<file path="src/rtl/useq_stack.sv">
// Tick-paced microsequencer with an external synchronous ROM, conditional branches and a bounded return stack.
// Latency: one FETCH cycle after each executed step; no backpressure, steps are paced only by the DIV tick.
module useq_stack #(
    parameter int AW  = 5,
    parameter int NC  = 6,
    parameter int OW  = 4,
    parameter int SD  = 4,
    parameter int DIV = 50000000,
    localparam int SW = $clog2(NC) + 1,
    localparam int IW = 3 + SW + AW + OW
) (
    input  logic          ck,
    input  logic          rst,
    input  logic [NC-1:0] cond,
    output logic [AW-1:0] rom_addr,
    input  logic [IW-1:0] rom_q,
    output logic [OW-1:0] ctl,
    output logic [AW-1:0] pc_o,
    output logic          tick_o,
    output logic          halted,
    output logic          err
);

    localparam int CW  = $clog2(DIV);
    localparam int SPW = $clog2(SD + 1);
    localparam int IXW = (SD > 1) ? $clog2(SD) : 1;
    localparam int XW  = SW - 1;
    localparam int PW  = 1 << XW;
    localparam int RW  = IW - OW;

    localparam logic [2:0] OP_CONT  = 3'b000;
    localparam logic [2:0] OP_JMP   = 3'b001;
    localparam logic [2:0] OP_JT    = 3'b010;
    localparam logic [2:0] OP_JF    = 3'b011;
    localparam logic [2:0] OP_CALL  = 3'b100;
    localparam logic [2:0] OP_RET   = 3'b101;
    localparam logic [2:0] OP_WAITC = 3'b110;
    localparam logic [2:0] OP_HALT  = 3'b111;

    typedef enum logic [1:0] {FETCH, READY, HALT, ERR} state_t;

    state_t         state;
    logic [CW-1:0]  cnt;
    logic [AW-1:0]  pc;
    logic [SPW-1:0] sp;
    logic [RW-1:0]  ir;
    logic [AW-1:0]  stk [SD];

    logic [2:0]     opc;
    logic [SW-1:0]  sel;
    logic [AW-1:0]  dir;
    logic [XW-1:0]  idx;
    logic [PW-1:0]  cond_pad;
    logic           x;
    logic [AW-1:0]  pc_inc;
    logic           full;
    logic           empty;
    logic           step;
    logic           push;

    // ir keeps only opc/sel/dir; the ctl field goes straight to the ctl register
    assign opc      = ir[RW-1 -: 3];
    assign sel      = ir[RW-4 -: SW];
    assign dir      = ir[AW-1:0];
    assign idx      = sel[XW-1:0];
    assign cond_pad = PW'(cond);

    // selects beyond the last condition input read as constant 0, inverted by the sel MSB
    always_comb begin
        x = sel[SW-1];
        if ({1'b0, idx} < SW'(NC))
            x = cond_pad[idx] ^ sel[SW-1];
    end

    assign pc_inc   = pc + AW'(1);
    assign full     = (sp == SPW'(SD));
    assign empty    = (sp == '0);
    assign tick_o   = (cnt == CW'(DIV - 1));
    assign step     = (state == READY) && tick_o;
    assign push     = step && (opc == OP_CALL) && !full;
    assign rom_addr = pc;
    assign pc_o     = pc;

    // stack contents need no reset: sp alone decides what is valid
    always_ff @(posedge ck) begin
        if (push)
            stk[IXW'(sp)] <= pc_inc;
    end

    always_ff @(posedge ck or posedge rst) begin
        if (rst) begin
            state  <= FETCH;
            cnt    <= '0;
            pc     <= '0;
            sp     <= '0;
            ir     <= '0;
            ctl    <= '0;
            halted <= 1'b0;
            err    <= 1'b0;
        end else begin
            cnt <= tick_o ? '0 : cnt + CW'(1);
            case (state)
                FETCH: begin
                    ir    <= rom_q[IW-1:OW];
                    ctl   <= rom_q[OW-1:0];
                    state <= READY;
                end
                READY: begin
                    if (tick_o) begin
                        case (opc)
                            OP_CONT: begin
                                pc    <= pc_inc;
                                state <= FETCH;
                            end
                            OP_JMP: begin
                                pc    <= dir;
                                state <= FETCH;
                            end
                            OP_JT: begin
                                pc    <= x ? dir : pc_inc;
                                state <= FETCH;
                            end
                            OP_JF: begin
                                pc    <= x ? pc_inc : dir;
                                state <= FETCH;
                            end
                            OP_CALL: begin
                                if (full) begin
                                    err   <= 1'b1;
                                    ctl   <= '0;
                                    state <= ERR;
                                end else begin
                                    sp    <= sp + SPW'(1);
                                    pc    <= dir;
                                    state <= FETCH;
                                end
                            end
                            OP_RET: begin
                                if (empty) begin
                                    err   <= 1'b1;
                                    ctl   <= '0;
                                    state <= ERR;
                                end else begin
                                    sp    <= sp - SPW'(1);
                                    pc    <= stk[IXW'(sp - SPW'(1))];
                                    state <= FETCH;
                                end
                            end
                            OP_WAITC: begin
                                // a false condition stays in READY so ir re-executes on the next tick
                                if (x) begin
                                    pc    <= pc_inc;
                                    state <= FETCH;
                                end
                            end
                            OP_HALT: begin
                                halted <= 1'b1;
                                state  <= HALT;
                            end
                            default: state <= FETCH;
                        endcase
                    end
                end
                HALT: state <= HALT;
                ERR:  state <= ERR;
                default: state <= FETCH;
            endcase
        end
    end

endmodule

</file>
<file path="config.mk">
export PLATFORM = sky130hd
export DESIGN_NAME = useq_stack
export DESIGN_NICKNAME = d
export VERILOG_FILES = /design/src/rtl/useq_stack.sv
export SDC_FILE = /design/constraint.sdc
export NUM_CORES = 1
export LEC_CHECK = 0
export BUFFER_PORTS_ARGS = -buffer_cell sky130_fd_sc_hd__buf_2
export CAP_MARGIN = 5
export CORE_ASPECT_RATIO = 1.1
export CORE_UTILIZATION = 35
export DETAILED_ROUTE_END_ITERATION = 8
export PLACE_DENSITY_LB_ADDON = 0.12
export SYNTH_ARGS = -nofsm -noshare
export SYNTH_HDL_FRONTEND = slang
export SYNTH_SLANG_ARGS = --single-unit
</file>
<file path="constraint.sdc">
create_clock -name ck -period 3.4 [get_ports ck]
set_clock_uncertainty 0.2 [all_clocks]
set_input_delay 0.68 -clock ck [delete_from_list [all_inputs] [get_ports ck]]
set_output_delay 0.68 -clock ck [all_outputs]
set_load 0.05 [all_outputs]
</file>
==> Word-level counts from Yosys, hierarchy flattened <==
Memories as Yosys holds them, arrays and structs flattened.
Index checks and enable logic that the tools add are counted.
{ "op_classes": {"n_eq_ne": 22, "magnitude_cmp": 2, "n_mux": 29, "reduce_logical": 17, "n_bitwise": 1, "n_addsub": 4} }
{ "ops": {"columns": ["operator", "count"], "rows": [
  ["$pmux 5 s7", 1],
  ["$add 26x1->26 const B", 1],
  ["$eq 26x26->1 const B", 1],
  ["$mux 26", 1],
  ["$mux 5", 5],
  ["$pmux 4 s2", 2],
  ["$eq 3x3->1 const B", 5],
  ["$reduce_and 5->1", 3],
  ["$mux 4", 3],
  ["$ne 2x2->1 const B", 6],
  ["$pmux 2 s5", 1],
  ["$ne 3x3->1 const B", 3],
  ["$mux 2", 4],
  ["$pmux 2 s4", 1],
  ["$reduce_bool 7->1", 1],
  ["$eq 3x2->1 const B", 2],
  ["$logic_not 3->1", 2],
  ["$mux 1", 6],
  ["$mux 3", 2],
  ["$pmux 3 s2", 1],
  ["$reduce_and 6->1", 1],
  ["$add 5x1->5 const B", 1],
  ["$eq 2x2->1 const B", 2],
  ["$lt 3x4->1 const B", 1],
  ["16 further kinds", 19]
]} }
{ "totals": {"ff_bits": 54, "elab_cells": 84, "ramBits": 20, "input_bits": 24, "memories": 1} }
{ "mem_list": {"columns": ["memory", "words", "word_bits", "rd", "rd_ports_with_merged_regs", "wr", "line_no", "text"], "rows": [
  ["stk", 4, 5, 1, 0, 1, "47", "logic [AW-1:0] stk [SD];"]
]} }

==> Logic depth before layout (Yosys ltp) <==
Gate-level depths: netlist of the first run.
{ "depth": {"word_depth": 8, "depth_mapped": 10, "mapped_depth_nobuf": 8} }

==> Worst setup path before layout of the first run <==
No wires, ideal clock.
{ "synth_path": {"path_kind": "reg-to-reg", "start": "register sp[0]", "end": "register pc[2], in the netlist pc_o[2]", "setup_time_ns": 0.132, "required_time_ns": 3.068, "t_arrival_ns": 2.720, "path_stages_with_launch": 11, "slack_ns": 0.349, "cell_sequence": "dfrtp_1 > clkbuf_1 > inv_1 > ha_1 > buf_1 > mux4_2 > a21o_1 > a22oi_1 > nand3_1 > a32oi_1 > or3b_1"} }
{ "synth_via": {"elab_chain_cells": 4, "word_cells_on_any_way": 9, "classes_between": "add/sub: 1; eq/ne: 3; mux: 2; reduce/logical: 2; memory: 1"} }
{ "synth_lines": {"columns": ["item", "line_no", "text"], "rows": [
  ["from (decl)", "45", "logic [SPW-1:0] sp;"],
  ["from (signal assigned)", "133", "sp <= sp + SPW'(1);"],
  ["from (signal assigned)", "144", "sp <= sp - SPW'(1);"],
  ["$sub 3x1->3", "145", "pc <= stk[IXW'(sp - SPW'(1))];"],
  ["$mem_v2 4x5", null, null],
  ["$mux 5", "139", "if (empty) begin"],
  ["$pmux 5 s7", "110", "case (opc)"],
  ["to (signal assigned)", "112", "pc <= pc_inc;"],
  ["to (signal assigned)", "116", "pc <= dir;"],
  ["to (signal assigned)", "145", null],
  ["to (decl)", "44", "logic [AW-1:0] pc;"]
]} }
Parallel ways exist; a longest one is shown, timed or not. The select of a mux whose other input is x is not followed.
A chain may end at the register's enable or synchronous reset.

==> Worst setup path after layout of the first run <==
{ "layout_path": {"start": "register cnt[0]", "end": "output port tick_o"} }
{ "layout_via": {"elab_chain_cells": 1} }
{ "layout_lines": {"columns": ["item", "line_no", "text"], "rows": [
  ["from (decl)", "43", "logic [CW-1:0] cnt;"],
  ["from (signal assigned)", "101", "cnt <= tick_o ? '0 : cnt + CW'(1);"],
  ["$eq 26x26->1", "78", "assign tick_o = (cnt == CW'(DIV - 1));"],
  ["to (decl)", "19", "output logic tick_o,"]
]} }
No other way between the ends.

==> flow_summary.yaml, run 1 <==
placement:
  place_congestion: 0.784
  dpl_cell_area_sq_um: 4210
  post-dp-hpwl_microns: 6020
  portBuffers: 40
worst_setup_path:
  crit_chain: "ha_1, and4_4, nand3_4, nor4_2, buf_4, buf_2"
  critPathKind: "reg -> out"
  max_stage_delay_ps: 380
  critPathTopFamily: "simple AND/OR/NAND/NOR gates"
  critPathArrivalTime_ps: 2210
  cp-end-kind: "primary output"
  cp.required_ps: 2520
  crit_fanout: 19
  cpMaxStageDelayCell: "dfrtp_1"
  critPathLaunchType: "flip-flop"
  worst-path-buf-inv: 2
sta:
  period_minus_slack_ps: 3090
  tns_ps: 0
  finalHoldViolations: 0
  fin_crit_sh_pct: 90.9
  slew_viol_final: 0
  rsz0062_at_grt: "false"
  worst_slew_pin_slew_ps: 721
  max_freq_mhz: 323
  setup_viol: 0
  timing.slew.headroom_pct: 51.9
yosys:
  synthesis.nets: 379
  async_flop_share_pct: 73.0
  synthCells: 348
  ys_ff_latch: 74
  post_synth_num_cell_types: 58
  ys.flop_type: "dfrtp_1"
  synth_area_sq_um: 3850
  synth.top_cells.by_area: "dfrtp_1 (35%), edfxtp_1 (16%), xor2_1 (4.5%), mux2_2 (3.2%), xnor2_1 (3.0%)"
  yosysSeqAreaShare_pct: 50.7
  synth_warnings: 0
  synth_top_area_share_pct: 35.1
  synth_top_cell_by_area: "dfrtp_1"
  syn_area_per_cell_sq_um: 11.1
  synth_edf_count: 20
floorplanning:
  dieArea_sq_um: 11400
  die_height_microns: 112
  boundaryPins: 41
  rows: 39
  initial_core_util_pct: 36.6
  die_x_microns: 102
  coreArea_sq_um: 10500
layout:
  fin_area_sq_um: 4540
  final_nets: 420
  layout-drive-gt1-share_pct: 22.3
  num_antenna_cells: 0
  fillers: 1039
  final_cell_mix: "dfrtp_1 (54), buf_2 (40), nor2_1 (27), nand2_1 (25)"
  syn_to_final_growth_pct: 18.0
  final_common_cell: "dfrtp_1"
power_and_ir_drop:
  vdd_drop_max_v: 0.000277
  p_per_area_nw_per_um2: 444
  p_leak_uw: 0.00197
clocking:
  cts_hold_buf: 0
  cts.sinks: 74
  cts_max_path_buffers: 2
  htreeDepth: 3
  cts_setup_buffers: 0
  cts_made_buffers: 9
  cts_tree: "yes"
  cts_resized: 0
  clock-root-buffer: "clkbuf_16"
  clkSlewWorstSetupHoldPaths_ps: 60
  clkLatencyLatePin_ps: 330
grt:
  antenna_found_initial: 0
  track_usage_pct: 16.2
  first_global_vias: 2896
  grt_max_degree: 55
  grt-ovfl-total: 0
  grt_pass1_wl_microns: 14100
route:
  drt_iter0_markers: 87
  dr.pass1.iters: 4
  routed_wl_microns: 8430
  via_per_inst: 5.15
  wl_per_cell_microns: 15.7
  ant_nets: 0
  drc: 0
  via_count: 2766
min_path:
  hold_class: "reg -> reg"
flow_run:
  drv_cap: 0
run_status:
  status: "finished clean"
## synthesized netlist by cell type, types with 5 or more instances
master and instances:
mux4_2 5, and2_1 6, nor2_1 27, buf_4 5, xnor2_1 13, nand3_1 17, nor3_1 5, dfrtp_1 54
inv_1 9, edfxtp_1 20, clkbuf_1 10, ha_1 7, mux2i_1 9, nand4_1 6, xor2_1 20, o21ai_0 12
a21oi_1 8, mux2_2 11, nand2b_1 5, nor4_1 5, nor2b_1 11, nand2_1 25
## power breakdown
| part | switching [uW] | internal, uW | total [uW] |
|---|---|---|---|
| clock | 366 | 691 | 1060 |
| sequential | 0.951 | 911 | 912 |
| combinational | 29.9 | 18.2 | 48.1 |
| total | 397 | 1620 | 2020 |
## final timing paths
path | startpoint | endpoint | slack [ps] | cells after the start
worst min register to register | cnt[0] | cnt[0] | 280 | 1
worst min-delay path | cnt[0] | cnt[0] | 280 | 1
worst max register to register | cnt[0] | pc_o[2] | 470 | 7
min in group asynchronous | rst | ctl[0] | 340 | 3
worst max-delay path | cnt[0] | tick_o | 310 | 6
max in group asynchronous | rst | pc_o[2] | 2170 | 3
## routing by layer
metal	GRT usage, %	share of wire, %
met3	2.49	2.2
met5	0	0
met2	27.3	51
met4	7.90	2.5
met1	19.9	44
## stage by stage
step	setup WS, ps	hold slack [ps]	power, uW	std cells	util [%]
after floorplan	349	248	956	348	-
after global placement	548	260	978	521	39.9
after detailed placement	501	276	979	521	39.9
after CTS	277	284	2040	537	43.1
after global routing	148	316	2080	537	43.1
final	308	277	2020	537	43.1
## sequential cells by signal (all words and copies together), names as in the netlist
name,flops
cnt,26
ctl,4
err,1
halted,1
ir,12
pc_o,5
sp,3
state,2
stk,20
## final cells by class
type	instances	area, sq um	share of cell area [%]
Clock buffer	11	254	5.59
Timing Repair Buffer	49	268	5.89
Tap cell	143	179	3.94
Clock inverter	5	82.6	1.82
Sequential cell	74	1950	43.0
Multi-Input combinational cell	246	1780	39.1
Inverter	9	33.8	0.743
## logic make-up (layout without fill, tap and decap cells)
group                      Yosys count  in the layout  synth area share, %
and+or+nand+nor                    128            128                 17.9
buffers and inverters               28             74                 3.41
xor gates and xnor gates            33             33                 7.50
muxes                               25             25                 8.48
adders and majority gates            7              7                 2.27
AOI/OAI and AO/OA                   53             53                 9.74
DFF                                 74             74                 50.7
(Power assumes the default switching activity.)
==> inputs of run 2 (changes only) <==
--- a/config.mk
+++ b/config.mk
@@ -14,3 +14,4 @@
 export SYNTH_ARGS = -nofsm -noshare
 export SYNTH_HDL_FRONTEND = slang
 export SYNTH_SLANG_ARGS = --single-unit
+export TNS_END_PERCENT = 20
==> constraint.sdc (replaced) <==
create_clock -name ck -period 3.2 [get_ports ck]
set_clock_uncertainty 0.2 [all_clocks]
set_input_delay 0.64 -clock ck [delete_from_list [all_inputs] [get_ports ck]]
set_output_delay 0.64 -clock ck [all_outputs]
set_load 0.05 [all_outputs]
==> flow_summary.yaml, run 2 (synthesis gave the netlist of run 1 again) <==
run_status:
  status: "finished clean"
clocking:
  clkLatencyLatePin_ps: 320
  clkSlewWorstSetupHoldPaths_ps: 60
  htreeDepth: 3
  cts_tree: "yes"
  clock-root-buffer: "clkbuf_16"
  cts_max_path_buffers: 2
  cts_hold_buf: 0
  cts.sinks: 74
  cts_made_buffers: 9
  cts_setup_buffers: 0
route:
  drt_iter0_markers: 110
  via_count: 2707
  drc: 0
  ant_nets: 0
  wl_per_cell_microns: 14.9
  via_per_inst: 5.02
  dr.pass1.iters: 4
  routed_wl_microns: 8030
floorplanning:
  rows: 39
  die_x_microns: 102
  die_height_microns: 112
  coreArea_sq_um: 10500
  dieArea_sq_um: 11400
  boundaryPins: 41
  initial_core_util_pct: 36.6
layout:
  final_nets: 422
  final_common_cell: "dfrtp_1"
  instances_no_fill: 539
  syn_to_final_growth_pct: 18.5
  top_register: "cnt"
  layout-drive-gt1-share_pct: 22.7
  num_antenna_cells: 0
  fin_area_sq_um: 4570
  final_util_pct: 43.3
  largest_reg_flops: 26
  top_regs: "cnt: 26 flops, stk: 20 flops, ir: 12 flops"
  fillers: 1038
  final_cell_mix: "dfrtp_1 (54), buf_2 (40), nor2_1 (27), nand2_1 (25)"
worst_setup_path:
  cp-end-kind: "primary output"
  crit_fanout: 19
  crit_chain: "ha_1, and4_4, nand3_4, nor4_2, buf_6, buf_2"
  cp.required_ps: 2360
  cp.depth: 6
  max_stage_delay_ps: 380
  critPathLaunchType: "flip-flop"
  worst-path-buf-inv: 2
  critPathKind: "reg -> out"
  critPathArrivalTime_ps: 2170
  critPathTopFamily: "simple AND/OR/NAND/NOR gates"
  ff2ff_path_depth: 7
  cpMaxStageDelayCell: "dfrtp_1"
power_and_ir_drop:
  vdd_drop_max_v: 0.000206
  seqPwrFrac_pct: 45.9
  p_sw_share_pct: 20.4
  power.internal_uw: 1680
  p_per_area_nw_per_um2: 462
  p_leak_uw: 0.00198
  switchingPower_uw: 430
  p_clk_share_pct: 51.6
  power_frac_comb_pct: 2.5
sta:
  setup_viol: 0
  timing.slew.headroom_pct: 52.9
  rsz0062_at_grt: "false"
  worst_slew_pin_slew_ps: 707
  finalHoldViolations: 0
  max_freq_mhz: 333
  tns_ps: 0
  slew_viol_final: 0
  period_minus_slack_ps: 3010
  fin_crit_sh_pct: 94.0
min_path:
  hold_class: "in -> async"
grt:
  grt-ovfl-total: 0
  antenna_found_initial: 0
  grt_pass1_wl_microns: 13900
  first_global_vias: 2756
  track_usage_pct: 15.9
  grt_max_degree: 55
placement:
  post-dp-hpwl_microns: 5710
  place_inst: 523
  place_congestion: 0.724
  portBuffers: 40
  dpl_cell_area_sq_um: 4240
flow_run:
  drv_cap: 0
==> run 2: final timing paths <==
path | slack [ps] | start | end
worst min-delay path | 160 | rst | ctl[1]
worst max register to register | 290 | cnt[0] | pc_o[2]
max in group asynchronous | 2390 | rst | sp[2]
worst max-delay path | 190 | cnt[0] | tick_o
worst min register to register | 280 | cnt[0] | cnt[0]
min in group ck | 280 | cnt[0] | cnt[0]
==> run 2: what timing repair did <==
action / 4_1_cts / 5_1_grt
endpoints found under the setup margin: 0 / 1
endpoints found under the hold margin: 0 / 0
resized for setup: 0 / 1
==> run 2: area by class of cell <==
| class | instances | area, sq um | area share [%] |
|---|---|---|---|
| Timing Repair Buffer | 51 | 299 | 6.55 |
| Clock buffer | 9 | 225 | 4.93 |
| Sequential cell | 74 | 1950 | 42.8 |
| Multi-Input combinational cell | 246 | 1780 | 38.9 |
| Clock inverter | 7 | 101 | 2.22 |
| Inverter | 9 | 33.8 | 0.740 |
| Tap cell | 143 | 179 | 3.92 |
==> run 2: metrics by stage <==
| stage | total power, uW | setup slack (ps) | hold slack [ps] |
|---|---|---|---|
| finish | 2110 | 193 | 157 |
| global route | 2200 | 8.36 | 190 |
| CTS | 2140 | 107 | 169 |
| detailed placement | 1040 | 299 | 281 |
| global placement | 1040 | 353 | 260 |
| floorplan | 1020 | 149 | 248 |
==> run 2: routing by layer <==
metal	global-route usage (%)	share of wire, %	up-vias
met1	20.6	47	1321
met4	4.86	1.1	0
met3	3.24	2.0	6
met2	26.4	50	30
li1	-	-	1350
met5	0	0	-
==> run 2: power by group through the flow <==
stage                     Clock [uW]  Combinational [uW]  Sequential, uW
after floorplan                    0                26.1             989
after global placement             0                54.0             987
after detailed placement           0                54.5             987
after CTS                       1120                54.7             969
after global routing            1170                60.5             968
final                           1090                52.6             969
==> run 2: worst reg2reg max path, stage by stage (launching register included) <==
cell	delay, ps
dfrtp_1	380
ha_1	220
and4_4	250
nand3_4	100
or4_4	580
a2111o_1	510
a32oi_1	200
or3b_1	360
